File: config.mk
export PLATFORM = sky130hd
export DESIGN_NAME = ujtag_dr_bank
export DESIGN_NICKNAME = d
export VERILOG_FILES = /design/src/rtl/ujtag_dr_bank_pkg.sv /design/src/rtl/ujtag_dr_shift.sv /design/src/rtl/ujtag_dr_bank.sv
export SDC_FILE = /design/constraint.sdc
export NUM_CORES = 1
export LEC_CHECK = 0
export ABC_AREA = 1
export CORE_ASPECT_RATIO = 2
export CORE_MARGIN = 2
export CORE_UTILIZATION = 50
export DETAILED_ROUTE_END_ITERATION = 16
export DONT_BUFFER_PORTS = 1
export SYNTH_ARGS = -nofsm -noshare
export SYNTH_HDL_FRONTEND = slang
export SYNTH_SLANG_ARGS = --single-unit
File: constraint.sdc
create_clock -name UDRCK -period 2.5 [get_ports UDRCK]
set_input_delay 0.25 -clock UDRCK [delete_from_list [all_inputs] [get_ports UDRCK]]
set_output_delay 0.25 -clock UDRCK [all_outputs]
set_load 0.02 [all_outputs]
File: src/rtl/ujtag_dr_bank_pkg.sv
// Shared definitions for the UJTAG user DR bank and its JTAG driver.
// Holds the IR codes, the DR select encoding, the DR length table and the IR decoder.
// No ports; pure declarations.
package ujtag_pkg;

  localparam logic [7:0] IR_ID     = 8'h10;
  localparam logic [7:0] IR_CTRL   = 8'h11;
  localparam logic [7:0] IR_STATUS = 8'h12;
  localparam logic [7:0] IR_COUNT  = 8'h13;

  typedef enum logic [2:0] {
    SEL_BYPASS,
    SEL_ID,
    SEL_CTRL,
    SEL_STATUS,
    SEL_COUNT
  } dr_sel_t;

  // Shift length of each DR; 6 bits so that 32 is representable.
  function automatic logic [5:0] dr_len(dr_sel_t sel);
    case (sel)
      SEL_ID:     dr_len = 6'd32;
      SEL_CTRL:   dr_len = 6'd16;
      SEL_STATUS: dr_len = 6'd16;
      SEL_COUNT:  dr_len = 6'd16;
      default:    dr_len = 6'd1;
    endcase
  endfunction

  // Unknown codes fall through to BYPASS.
  function automatic dr_sel_t ir_decode(logic [7:0] ir);
    case (ir)
      IR_ID:     ir_decode = SEL_ID;
      IR_CTRL:   ir_decode = SEL_CTRL;
      IR_STATUS: ir_decode = SEL_STATUS;
      IR_COUNT:  ir_decode = SEL_COUNT;
      default:   ir_decode = SEL_BYPASS;
    endcase
  endfunction

endpackage

File: src/rtl/ujtag_dr_shift.sv
// Variable-length capture/shift register with registered serial output.
// Latency: capture value / shifted bit visible on tdo from the loading edge; no backpressure.
// Ports: clk, rst (sync, active-high), cap/sh strobes, len (1..32), cap_val, tdi in;
//        tdo (mirrors sr[0]) and par (low 16 bits of sr, the update payload) out.
module ujtag_dr_shift (
  input  logic        clk,
  input  logic        rst,
  input  logic        cap,
  input  logic        sh,
  input  logic [5:0]  len,
  input  logic [31:0] cap_val,
  input  logic        tdi,
  output logic        tdo,
  output logic [15:0] par
);

  logic [31:0] sr;
  logic [31:0] mask;
  logic [31:0] shifted;

  // mask covers bits [len-1:0]; the shifted-down part is limited to [len-2:0]
  // and tdi lands at len-1, so everything at or above len stays zero.
  always_comb begin
    mask    = 32'hFFFF_FFFF >> (6'd32 - len);
    shifted = ({1'b0, sr[31:1]} & (mask >> 1)) | ({31'b0, tdi} << (len - 6'd1));
  end

  // tdo is loaded with the same value as sr[0] so it is a flop, never a
  // combinational path from tdi.
  always_ff @(posedge clk) begin
    if (rst) begin
      sr  <= '0;
      tdo <= 1'b0;
    end else if (cap) begin
      sr  <= cap_val;
      tdo <= cap_val[0];
    end else if (sh) begin
      sr  <= shifted;
      tdo <= shifted[0];
    end
  end

  assign par = sr[15:0];

endmodule

File: src/rtl/ujtag_dr_bank.sv
// User DR bank behind UJTAG: ID, CTRL (r/w), STATUS and update-count registers.
// Latency: CTRL and CTRL_UPD change on the edge where UDRUPD is first seen high; no backpressure.
// Ports: UDRCK/URST clock and sync reset; UIREG, UDRCAP, UDRSH, UDRUPD, UTDI from UJTAG;
//        UTDO back to UJTAG; STATUS sampled at capture; CTRL word and CTRL_UPD pulse out.
module ujtag_dr_bank
  import ujtag_pkg::*;
#(
  parameter logic [31:0] USERCODE = 32'h4D43_4A01,
  parameter logic [15:0] CTRL_RST = 16'h0000
) (
  input  logic        UDRCK,
  input  logic        URST,
  input  logic [7:0]  UIREG,
  input  logic        UDRCAP,
  input  logic        UDRSH,
  input  logic        UDRUPD,
  input  logic        UTDI,
  output logic        UTDO,
  input  logic [15:0] STATUS,
  output logic [15:0] CTRL,
  output logic        CTRL_UPD
);

  dr_sel_t     sel_q;
  dr_sel_t     cap_sel;
  logic        upd_q;
  logic [15:0] upd_cnt;
  logic [31:0] cap_val;
  logic [15:0] par;
  logic        upd_fire;

  assign cap_sel = ir_decode(UIREG);

  always_comb begin
    cap_val = '0;
    case (cap_sel)
      SEL_ID:     cap_val = USERCODE;
      SEL_CTRL:   cap_val = {16'h0, CTRL};
      SEL_STATUS: cap_val = {16'h0, STATUS};
      SEL_COUNT:  cap_val = {16'h0, upd_cnt};
      default:    cap_val = '0;
    endcase
  end

  // Shift length follows the latched select, so UIREG may move after capture.
  ujtag_dr_shift u_shift (
    .clk     (UDRCK),
    .rst     (URST),
    .cap     (UDRCAP),
    .sh      (UDRSH),
    .len     (dr_len(sel_q)),
    .cap_val (cap_val),
    .tdi     (UTDI),
    .tdo     (UTDO),
    .par     (par)
  );

  // Capture and shift outrank update on the same edge; upd_q still tracks
  // UDRUPD so a suppressed rising edge is not replayed later.
  assign upd_fire = UDRUPD && !upd_q && !UDRCAP && !UDRSH && (sel_q == SEL_CTRL);

  always_ff @(posedge UDRCK) begin
    if (URST) begin
      sel_q    <= SEL_BYPASS;
      upd_q    <= 1'b0;
      CTRL     <= CTRL_RST;
      CTRL_UPD <= 1'b0;
      upd_cnt  <= '0;
    end else begin
      upd_q    <= UDRUPD;
      CTRL_UPD <= 1'b0;
      if (UDRCAP) begin
        sel_q <= cap_sel;
      end else if (upd_fire) begin
        CTRL     <= par;
        CTRL_UPD <= 1'b1;
        upd_cnt  <= upd_cnt + 16'd1;
      end
    end
  end

endmodule

# Word-level counts from Yosys, hierarchy flattened
# Index checks and enable logic that the tools add are counted.
# totals
mem_bits_rw	0
rom_bits	0
latch_bits	0
elab_cells	46
reg_bits	70
output_inout_bits	18
inputBits	30
memories	0
# op_classes
magnitude_cmp	0
muxes	8
bitwise	3
n_shift	2
n_addsub	3
n_mul	0
n_div	0
n_reduce_logical	11
n_eq_ne	12
# op_table
operator	count
one-hot mux 31 bit (4 select lines)	1
2-to-1 mux 32 bit	2
== test 8 x 5 -> 1 bit (second input constant)	4
OR 32 bit	1
<< shifter 1 x 6 -> 32 bit	1
>> shifter 32 x 6 -> 32 bit (first input constant)	1
AND 31 bit	1
adder 16 x 1 -> 16 bit (second input constant)	1
== test 3 x 2 -> 1 bit (second input constant)	4
one-hot mux 3 bit (4 select lines)	1
one-hot mux 6 bit (2 select lines)	1
== test 3 x 1 -> 1 bit (second input constant)	2
== test 3 bit (second input constant)	2
subtractor 6 x 1 -> 6 bit (second input constant)	1
subtractor 6 bit (first input constant)	1
logical AND 1 bit	4
zero test 1 bit	3
2-to-1 mux 1 bit	3
OR reduction 3 bit	1
AND reduction 2 bit	1
nonzero test 2 bit	1
OR reduction 2 bit	1
NOT 1 bit	1

# Longest topological paths before layout
# Gate-level depths: netlist (run 1).
# depth
depth_word	9
mapped_depth	11
depth_no_buf	11

# Hierarchy
# From an unflattened synthesis (run 1), not the netlist that was laid out.
# hier_totals
cells_unflattened	673
hier_area_um2	4550.6
# by_module_without_submodules
mod	cells_per_inst	instances	area_per_inst_um2	seq_area_each_um2
ujtag_dr_shift	353	1	2464.9	640.6
ujtag_dr_bank	320	1	2085.8	740.7

# Least setup slack after synthesis (run 1)
# No wires, ideal clock.
# synth_path
kind	flip-flop to flip-flop
from	register sel_q[2]
to	register u_shift.sr[10]
n_path_buf	1
setup_slack_ns	0.944
path_stages_with_launch	10
setup_ns	0.070
synth_period_minus_slack_ns	1.556
required_time_ns	2.430
arrival_time_ns	1.486
cell_sequence	dfxtp_1 > inv_1 > nand2_1 > nand2_1 > ha_1 > nand2_1 > inv_1 > clkbuf_1 > a21oi_1 > a21oi_1
# synth_via
elab_chain_cells	9
elab_cells_between_ends	14
classes_between	add/sub: 2; eq/ne: 4; shift: 2; mux: 3; bitwise: 2; reduce/logical: 1
# synth_rtl
element	line	rtl
start, declared	ujtag_dr_bank.sv:24	dr_sel_t sel_q;
start signal, assigned	ujtag_dr_bank.sv:73	sel_q <= cap_sel;
== test 3 x 2 -> 1 bit / == test 3 bit (equally long branches)	ujtag_dr_bank_pkg.sv:21	case (sel)
OR reduction 3 bit (no line)	-	
one-hot mux 6 bit (2 select lines) (*)	ujtag_dr_bank_pkg.sv:21	
subtractor 6 bit	ujtag_dr_shift.sv:24	mask = 32'hFFFF_FFFF >> (6'd32 - len);
>> shifter 32 x 6 -> 32 bit	ujtag_dr_shift.sv:24	
AND 31 bit	ujtag_dr_shift.sv:25	shifted = ({1'b0, sr[31:1]} & (mask >> 1)) | ({31'b0, tdi} << (len - 6'd1));
OR 32 bit (*)	ujtag_dr_shift.sv:25	
2-to-1 mux 32 bit (*)	ujtag_dr_shift.sv:37	end else if (sh) begin
2-to-1 mux 32 bit (*)	ujtag_dr_shift.sv:34	end else if (cap) begin
end signal, assigned	ujtag_dr_shift.sv:35	sr <= cap_val;
end signal, assigned	ujtag_dr_shift.sv:38	sr <= shifted;
end, declared	ujtag_dr_shift.sv:17	logic [31:0] sr;
# Every way passes the cells marked *; elsewhere a longest branch is shown, timed or not. The select of a mux whose other input is x is not followed.
# A chain may end at the register's enable or synchronous reset.

# Worst setup path after layout (run 1)
# layout_path
from	register sel_q[0]
to	register u_shift.sr[27]
# The elaborated chain is that of the path after synthesis.

==> results.ini, run 1 <==
[outcome]
status = complete, no violations

[clocking]
cts_resized = 0
clock_sinks = 69
cts_buffers = 9
h-tree-depth = 3
path_clk_slew_ns = 0.05
cts_tree = built
clock_latency_ns = 0.33
cts_root_buffer = clkbuf_16
clk_path_buf_depth = 2

[sta]
period_minus_slack_ns = 1.78
setup_tns_ns = 0
whs_ns = 0.0220
clock.fmax_ghz = 0.562
slew_violations = 0
fin_worst_skew_ns = 0.00766
setup_viol_count_final = 0
fin_crit_sh_pct = 71.1
hold_violations = 0
slew_headroom_pct = 26.9
rsz0062_at_grt = no
tightestPinTransition_ns = 1.09

[detailed_routing]
final_antenna_net_count = 0
drt_wl_total_um = 9160
drc = 0
wl_per_cell_um = 15.4
vias_per_cell = 5.59
drt_iter0_drc = 211
dr.pass1.iters = 4
vias = 3313

[cells_and_area]
area_growth_pct = 9.73
final_util_pct = 57.1
drive_gt1_share_pct = 5.94
finalInstanceArea_um2 = 3780
nets = 537
diodes = 0

[critical_path]
critPathCaptureType = flip-flop
r2r-end = u_shift.sr[27]$_SDFFE_PP0P_
cp.depth = 8
start_kind = flip-flop
required_ns = 2.75
r2r_start = sel_q[0]$_SDFFE_PP0P_
cp_cell_sequence = inv_1 -> nor3_1 -> ha_1 -> inv_1 -> nor2_2 -> buf_4 -> nand2_1 -> a31oi_1
arrival_ns = 2.03
critPathTopFamily = simple AND/OR/NAND/NOR gates
crit_top_cell = inv_1
cp_slowest_cell = dfxtp_1
cp_max_fo = 10
critPathBufInv = 3
crit_type = reg -> reg
critPathMaxStageDelay_ns = 0.37
reg2reg_depth = 8
reg2reg_setup_slack_ns = 0.72

[hold_path]
min_path_cells = 1
holdCritStartpoint = UDRCAP
hold_path.class = in -> reg
worstHoldEndpoint = sel_q[2]$_SDFFE_PP0P_

[yosys]
synth_cell_types = 30
syn_area_um2 = 3450
synth_warnings = 0
syn_avg_cell_area_um2 = 6.76
syn_inst = 510
synth_nets = 544
yosysSeqAreaShare_pct = 40.1
ys_ff_latch = 69

[pwr]
leakage_nw = 1.49
peakVddDrop_uv = 576
p_sw_share_pct = 22.1
clkPwrFrac_pct = 49.8
switching_power_uw = 555
power_density_nw_per_um2 = 665
pwr-share-seq_pct = 45.2
p_int_mw = 1.96
combPwrFrac_pct = 5.0
p_total_mw = 2.51

[grt]
grt_usage_pct = 26.1
overflow = 0
grt_start_max_net_pins = 35
first_global_vias = 3207
grt_pass1_wl_um = 15400
antenna_found_initial = 0

[floorplanning]
fp.dieW_um = 62.7
core_um2 = 6620
initial_core_util_pct = 52.1
io-pin-count = 48
die_area_um2 = 7610
die_h_um = 121
core.rowCount = 42

[place]
dp_hpwl_um = 6470
portBuffers = 0
dpl-instance-area_um2 = 3480
gp_congestion = 0.826

[run]
max_cap_viol_count = 0

## cell families (layout without fill, tap and decap cells)
logic type | count (synthesis) | after routing | share of synthesized area, %
DFF | 69 | 69 | 40.1
xor gates and xnor gates | 4 | 4 | 1.02
and+or+nand+nor | 244 | 244 | 30.3
buffers and inverters | 72 | 67 | 8.64
adders and majority gates | 4 | 4 | 1.45
AOI/OAI and AO/OA | 117 | 117 | 18.5
## power by group through the flow
stage	Sequential (mW)	Clock, mW	Combinational (mW)
after detailed placement	1.16	0	0.117
after floorplan	1.15	0	0.103
after global placement	1.16	0	0.116
after CTS	1.14	1.28	0.126
final	1.14	1.25	0.126
after global routing	1.14	1.32	0.142
## final cells by class
type	instances	area [um2]
fillers	696	2840
multi-input cells	369	1770
flip-flops and latches	69	1380
clock buffers	11	253
inverters	46	173
well taps	88	110
repair buffers	8	62.6
clock inverters	2	35.0
## cell usage in the layout, fill, tap and decap left out, drive strengths merged, types with 2 or more instances in the layout
cell type	synthesis	final
a21oi	51	51
a31oi	7	7
a32oi	4	4
buf	16	7
clkbuf	10	11
dfxtp	69	69
ha	4	4
inv	46	46
nand2	112	112
nand3	58	58
nand4	2	2
nor2	68	68
nor3	3	3
o2111ai	4	4
o211ai	4	4
o21ai	45	45
xnor2	3	3
## how the worst max path moves through the flow
stage / from / end
6_report: sel_q[0]$_SDFFE_PP0P_ / u_shift.sr[27]$_SDFFE_PP0P_
4_1_cts: sel_q[0]$_SDFFE_PP0P_ / u_shift.sr[27]$_SDFFE_PP0P_
2_1_floorplan: sel_q[2]$_SDFFE_PP0P_ / u_shift.sr[10]$_SDFFE_PP0P_
5_1_grt: sel_q[0]$_SDFFE_PP0P_ / u_shift.sr[26]$_SDFFE_PP0P_
3_3_place_gp: sel_q[0]$_SDFFE_PP0P_ / u_shift.sr[22]$_SDFFE_PP0P_
3_5_place_dp: sel_q[0]$_SDFFE_PP0P_ / u_shift.sr[27]$_SDFFE_PP0P_
## what timing repair did
| action | in CTS | in global routing |
|---|---|---|
| buffers inserted | 0 | 0 |
| endpoints found under the hold margin | 28 | 0 |
| hold buffers | 1 | 0 |
## cell usage after synthesis (all sizes together)
library cell	instances	area [um2]
inv	46	173
ha	4	50.1
clkbuf	10	37.5
o211ai	4	30.0
o21ai	45	225
a21oi	51	255
nand4	2	12.5
a31oi	7	43.8
nand2	112	433
o21bai	1	7.51
a32oi	4	35.0
xnor2	3	26.3
buf	16	87.6
nor3	3	26.3
nor2	68	275
nand3	58	290
and2	1	6.26
o21a	1	7.51
xor2	1	8.76
dfxtp	69	1380
o2111ai	4	35.0
## through the flow
stage | std cells | setup WS [ns]
2_1_floorplan | 510 | 0.944
3_3_place_gp | 579 | 0.792
3_5_place_dp | 579 | 0.717
4_1_cts | 593 | 0.708
5_1_grt | 593 | 0.469
6_report | 593 | 0.722
## layer usage
layer | wire (um) | global-route usage, % | up-vias | part of all wire (%)
li1 | - | - | 1671 | -
met1 | 3890 | 30.1 | 1554 | 43
met2 | 4560 | 43.8 | 66 | 50
met3 | 415 | 6.77 | 22 | 4.5
met4 | 293 | 13.9 | 0 | 3.2
met5 | 0 | 0 | - | 0
## registers in the layout, indices dropped and copies added, names as in the netlist
signal      count
u_shift.sr     32
upd_q           1
CTRL           16
sel_q           3
upd_cnt        16
CTRL_UPD        1
Power figures use the tool's default switching activity.
==> run 2: changes to the inputs <==
clock period = 1.7 ns   (was 2.5 ns; I/O delays follow)
==> run 2 against run 1 <==
Clock skew decreased by 0.0022 ns. Critical path depth fell by 1. Worst hold slack worse by 0.022 ns. Sequential cell count unchanged. Power rose by 45%. Cell count grew 2.9%. Setup slack worse by 0.60 ns. Core utilization increased by 2.9 points. First-iteration DRC count shrank 4.7%. Critical path type unchanged.
==> results.ini, run 2 (synthesis results as in run 1) <==
[pwr]
power_density_nw_per_um2 = 919
peakVddDrop_uv = 591
leakage_nw = 1.56

[cells_and_area]
largest_register = u_shift.sr
nets = 551
diodes = 0
final_cell_mix = nand2_1 (106), dfxtp_1 (67), nor2_1 (64)
final_common_cell = nand2_1
largestRegisters = u_shift.sr: 32 flops, CTRL: 16 flops, upd_cnt: 16 flops
drive_gt1_share_pct = 11.5
largest_reg_flops = 32
area_growth_pct = 15.4

[place]
gp_congestion = 0.869
dp_hpwl_um = 6710
portBuffers = 0

[clocking]
clock_latency_ns = 0.34
post-cts-setup-buffers = 0
h-tree-depth = 3
cts_tree = built
path_clk_slew_ns = 0.06
clk_path_buf_depth = 2
clock_sinks = 69
cts_root_buffer = clkbuf_16
cts_buffers = 9

[detailed_routing]
vias_per_cell = 5.48
final_antenna_net_count = 0
drt_iter0_drc = 201
vias = 3343
wl_per_cell_um = 16.0
dr.pass1.iters = 4
drt_wl_total_um = 9740
drc = 0

[grt]
antenna_found_initial = 0
grt_pass1_wl_um = 15800
grt_start_max_net_pins = 29
overflow = 0
first_global_vias = 3255
grt_usage_pct = 26.7

[critical_path]
r2r-end = u_shift.sr[7]$_SDFFE_PP0P_
crit_type = reg -> reg
cp_max_fo = 6
reg2reg_depth = 7
reg2reg_setup_slack_ns = 0.13
required_ns = 1.93
r2r_start = sel_q[0]$_SDFFE_PP0P_
critPathCaptureType = flip-flop
arrival_ns = 1.80
start_kind = flip-flop

[floorplanning]
core.rowCount = 42
die_area_um2 = 7610
io-pin-count = 48
die_h_um = 121
initial_core_util_pct = 52.1
fp.dieW_um = 62.7
core_um2 = 6620

[run]
max_cap_viol_count = 0

[sta]
hold_violations = 0
clock.fmax_ghz = 0.635
fin_worst_skew_ns = 0.00544
period_minus_slack_ns = 1.57
slew_headroom_pct = 29.0
fin_crit_sh_pct = 92.6
setup_tns_ns = 0
tightestPinTransition_ns = 1.06
setup_viol_count_final = 0
slew_violations = 0
whs_ns = 0.000491
rsz0062_at_grt = yes

[outcome]
status = complete, no violations

[hold_path]
worstHoldEndpoint = sel_q[1]$_SDFFE_PP0P_
min_path_cells = 2
holdCritStartpoint = UDRCAP
hold_path.class = in -> reg

-- run 2: how the worst max path moves through the flow --
stage,depth (start not counted),slack (ns),to,start
after global placement,7,0.06,u_shift.sr[2]$_SDFFE_PP0P_,sel_q[0]$_SDFFE_PP0P_
after detailed placement,7,0.05,u_shift.sr[7]$_SDFFE_PP0P_,sel_q[0]$_SDFFE_PP0P_
after CTS,7,0.02,u_shift.sr[7]$_SDFFE_PP0P_,sel_q[0]$_SDFFE_PP0P_
after global routing,7,-0.02,u_shift.sr[7]$_SDFFE_PP0P_,sel_q[0]$_SDFFE_PP0P_
after floorplan,9,0.14,u_shift.sr[10]$_SDFFE_PP0P_,sel_q[2]$_SDFFE_PP0P_
final,7,0.13,u_shift.sr[7]$_SDFFE_PP0P_,sel_q[0]$_SDFFE_PP0P_
-- run 2: cell type report --
| type | instances | area [um2] |
|---|---|---|
| clock buffer | 10 | 239 |
| clock inverter | 6 | 38.8 |
| fill | 678 | 2640 |
| inverter | 46 | 176 |
| multi-input combinational | 369 | 1830 |
| sequential | 69 | 1380 |
| tap | 88 | 110 |
| timing repair buffer | 21 | 190 |
| timing repair inverter | 1 | 7.51 |
-- run 2: per-stage QoR --
step                instance area [um2]  worst slack [ns]  util [%]  power, mW  cells
floorplan                          3450             0.144         -       1.85    510
finish                             3980             0.126      60.1       3.66    610
global placement                   3590            0.0620      54.3       1.88    590
detailed placement                 3590            0.0452      54.3       1.89    590
CTS                                3900            0.0198      58.9       3.64    609
global route                       3980           -0.0192      60.1       3.75    610
-- run 2: report_power, final --
part	total [mW]	internal, mW	switching, mW
combinational	0.231	0.0747	0.156
clock	1.75	1.02	0.732
sequential	1.67	1.64	0.0306
-- run 2: what timing repair did --
| action | in CTS | in global routing |
|---|---|---|
| setup endpoints to repair | 0 | 28 |
| resized for setup | 0 | 20 |
| hold buffers | 3 | 0 |
| hold endpoints to repair | 37 | 0 |
-- run 2: routing by layer --
layer | share of wire [%] | vias to the layer above | routed length (um) | GRT usage (%)
met2 | 51 | 69 | 4940 | 46.5
met1 | 42 | 1548 | 4100 | 30.3
li1 | - | 1703 | - | -
met3 | 3.8 | 23 | 370 | 6.03
met4 | 3.3 | 0 | 326 | 13.3
met5 | 0 | - | 0 | 0
-- run 2: critical path, cell delays in order (launching register included) --
cell	delay (ns)
dfxtp_1	0.36
inv_1	0.08
nor3_4	0.19
ha_4	0.26
nand2_4	0.10
clkinvlp_4	0.21
a21oi_2	0.19
a21oi_1	0.07
==> run 3: changes to the inputs <==
SYNTH_HIERARCHICAL = 1   (was default)
==> run 3 against run 2 <==
Cell area rose by 45%. The flow now finishes with violations (hold timing, setup timing). Critical endpoint is now u_shift/sr[4]$_SDFFE_PP0P_. Highest routed layer unchanged. First-iteration DRC count rose by 32%. Sequential share of layout area fell by 11 points. Non-clock buffer count rose by 51. Largest power group unchanged.
==> results.ini, run 3 <==
[outcome]
status = finished, violations left
violations = hold timing, setup timing

[yosys]
synth-simple-area-share_pct = 40.6
synth-edff-count = 0
synthArstFlopShare_pct = 0
synth_top_cell_by_area = dfxtp_1
synthMuxAreaShare_pct = 0
ys_top_cells_by_count = nand2_1 (168), nand3_1 (88), nor2_1 (72)
synth.top_cell.area_share_pct = 30.4
synth-compound-area-share_pct = 15.1
synth_fa_ha_area_share_pct = 1.37
syn_area_um2 = 4550
synth_warnings = 6
synth_cell_types = 37
synth_top_family_by_area = simple AND/OR/NAND/NOR gates
yosysSeqAreaShare_pct = 30.4
yosysMostFrequentCell = nand2_1
ys_ff_latch = 69
ys_top_cells_by_area = dfxtp_1 (30%), nand2_1 (14%), nand3_1 (9.7%)
synth_xor_area_share_pct = 0
syn_inst = 673
synth-main-ff-cell = dfxtp_1
syn_avg_cell_area_um2 = 6.76

[floorplanning]
core.rowCount = 49
initial_core_util_pct = 50.8
io-pin-count = 48
die_h_um = 139
die_area_um2 = 9930
core_um2 = 8950
fp.dieW_um = 71.5

[critical_path]
arrival_ns = 2.22
cp_cell_sequence = nor3_4 -> nor2_4 -> inv_4 -> ha_4 -> inv_2 -> nand2_2 -> nand2_4 -> nor3_4 -> nand3_1 -> nand2_1 -> nand2_1 -> a21oi_1
critPathCaptureType = flip-flop
required_ns = 1.97
cp_slowest_cell = dfxtp_4
critPathMaxStageDelay_ns = 0.36
crit_type = reg -> reg
start_kind = flip-flop
cp_max_fo = 6

[pwr]
leakage_nw = 2.32
power_density_nw_per_um2 = 785
peakVddDrop_uv = 533

[detailed_routing]
dr.pass1.iters = 5
final_antenna_net_count = 0
drc = 0
drt_wl_total_um = 14200
wl_per_cell_um = 17.0
drt_iter0_drc = 266
vias = 4639
vias_per_cell = 5.58

[sta]
hold_violations = 36
tightestPinTransition_ns = 0.646
rsz0062_at_grt = yes
slew_violations = 0
setup_viol_count_final = 33
clock.fmax_ghz = 0.511
period_minus_slack_ns = 1.96
fin_worst_skew_ns = 0.00809
whs_ns = -0.118
fin_crit_sh_pct = 115
worst_slack_ns = -0.258
setup_tns_ns = -5.60
slew_headroom_pct = 56.9

[hold_path]
hold_path.class = in -> reg

[cells_and_area]
final_util_pct = 64.3
largest_reg_flops = 32
largest_register = u_shift/sr
finalInstanceArea_um2 = 5760
nets = 760
final_common_cell = nand2_1
diodes = 0
final_cell_mix = nand2_1 (151), nand3_1 (82), nor2_1 (69)
drive_gt1_share_pct = 25.2
area_growth_pct = 26.6
largestRegisters = u_shift/sr: 32 flops, CTRL: 16 flops, upd_cnt: 16 flops

[place]
gp_congestion = 0.956
portBuffers = 0
dp_hpwl_um = 9540
dpl-instance-area_um2 = 4900

[clocking]
clock_latency_ns = 0.34
path_clk_slew_ns = 0.06
cts_root_buffer = clkbuf_16
ctsHoldBuffers = 5
cts_tree = built
clock_sinks = 69
h-tree-depth = 3
clk_path_buf_depth = 2
cts_buffers = 9

[grt]
first_global_vias = 4481
grt_usage_pct = 27.8
grt_start_max_net_pins = 43
grt_pass1_wl_um = 21900
antenna_found_initial = 0
overflow = 0

[run]
max_cap_viol_count = 0

run 3: logic make-up after synthesis:
group,count (synthesis)
adder cells (fa/ha/maj),5
AND/OR/NAND/NOR,385
flip-flops,69
other,1
AO/OA/AOI/OAI,109
buffers and inverters,104
run 3: final timing paths:
path	startpoint	depth (start not counted)	to	slack, ns
worst min-delay path	URST	1	u_shift/sr[27]$_SDFFE_PP0P_	-0.12
worst max register to register	sel_q[1]$_SDFFE_PP0P_	12	u_shift/sr[4]$_SDFFE_PP0P_	-0.26
worst min register to register	upd_cnt[15]$_SDFFE_PP0P_	2	upd_cnt[15]$_SDFFE_PP0P_	0.51
worst max-delay path	sel_q[1]$_SDFFE_PP0P_	12	u_shift/sr[4]$_SDFFE_PP0P_	-0.26
run 3: through the flow:
stage                     worst slack [ns]  instances  power, mW
final                               -0.258        832       4.52
after floorplan                    -0.0365        693       2.18
after global placement              -0.192        789       2.31
after global routing                -0.381        832       4.69
after detailed placement            -0.257        789       2.32
after CTS                           -0.197        819       4.40
run 3: worst max-delay path, delay by kind of cell, from the launching register on:
family,cells,cell delay (ns)
AND/OR/NAND/NOR,8,1.04
flip-flops,1,0.36
AO/OA/AOI/OAI,1,0.15
adder cells (fa/ha/maj),1,0.17
buffers and inverters,2,0.14
run 3: area by class of cell:
type                       count  area (um2)
timing repair buffer          72         737
tap                          102         128
sequential                    69        1390
fill                         813        3190
inverter                      52         208
multi-input combinational    521        2980
clock inverter                 4        53.8
clock buffer                  12         267
run 3: layer usage:
layer | track usage (%) | part of all wire, %
met1 | 29.1 | 37
met3 | 4.36 | 4.2
met4 | 15.9 | 6.0
met2 | 50.7 | 53
met5 | 0 | 0
run 3: where the power goes:
part / switching [mW] / internal [mW]
registers: 0.0274 / 1.64
logic: 0.481 / 0.348
clock network: 0.763 / 1.26
run 3: repair_timing:
| action | 4_1_cts | 5_1_grt |
|---|---|---|
| buffers inserted | 8 | 10 |
| endpoints found under the hold margin | 42 | 36 |
| setup endpoints to repair | 32 | 35 |
| cloned | 1 | 3 |
| pin swaps | 19 | 24 |
| resized for setup | 22 | 46 |
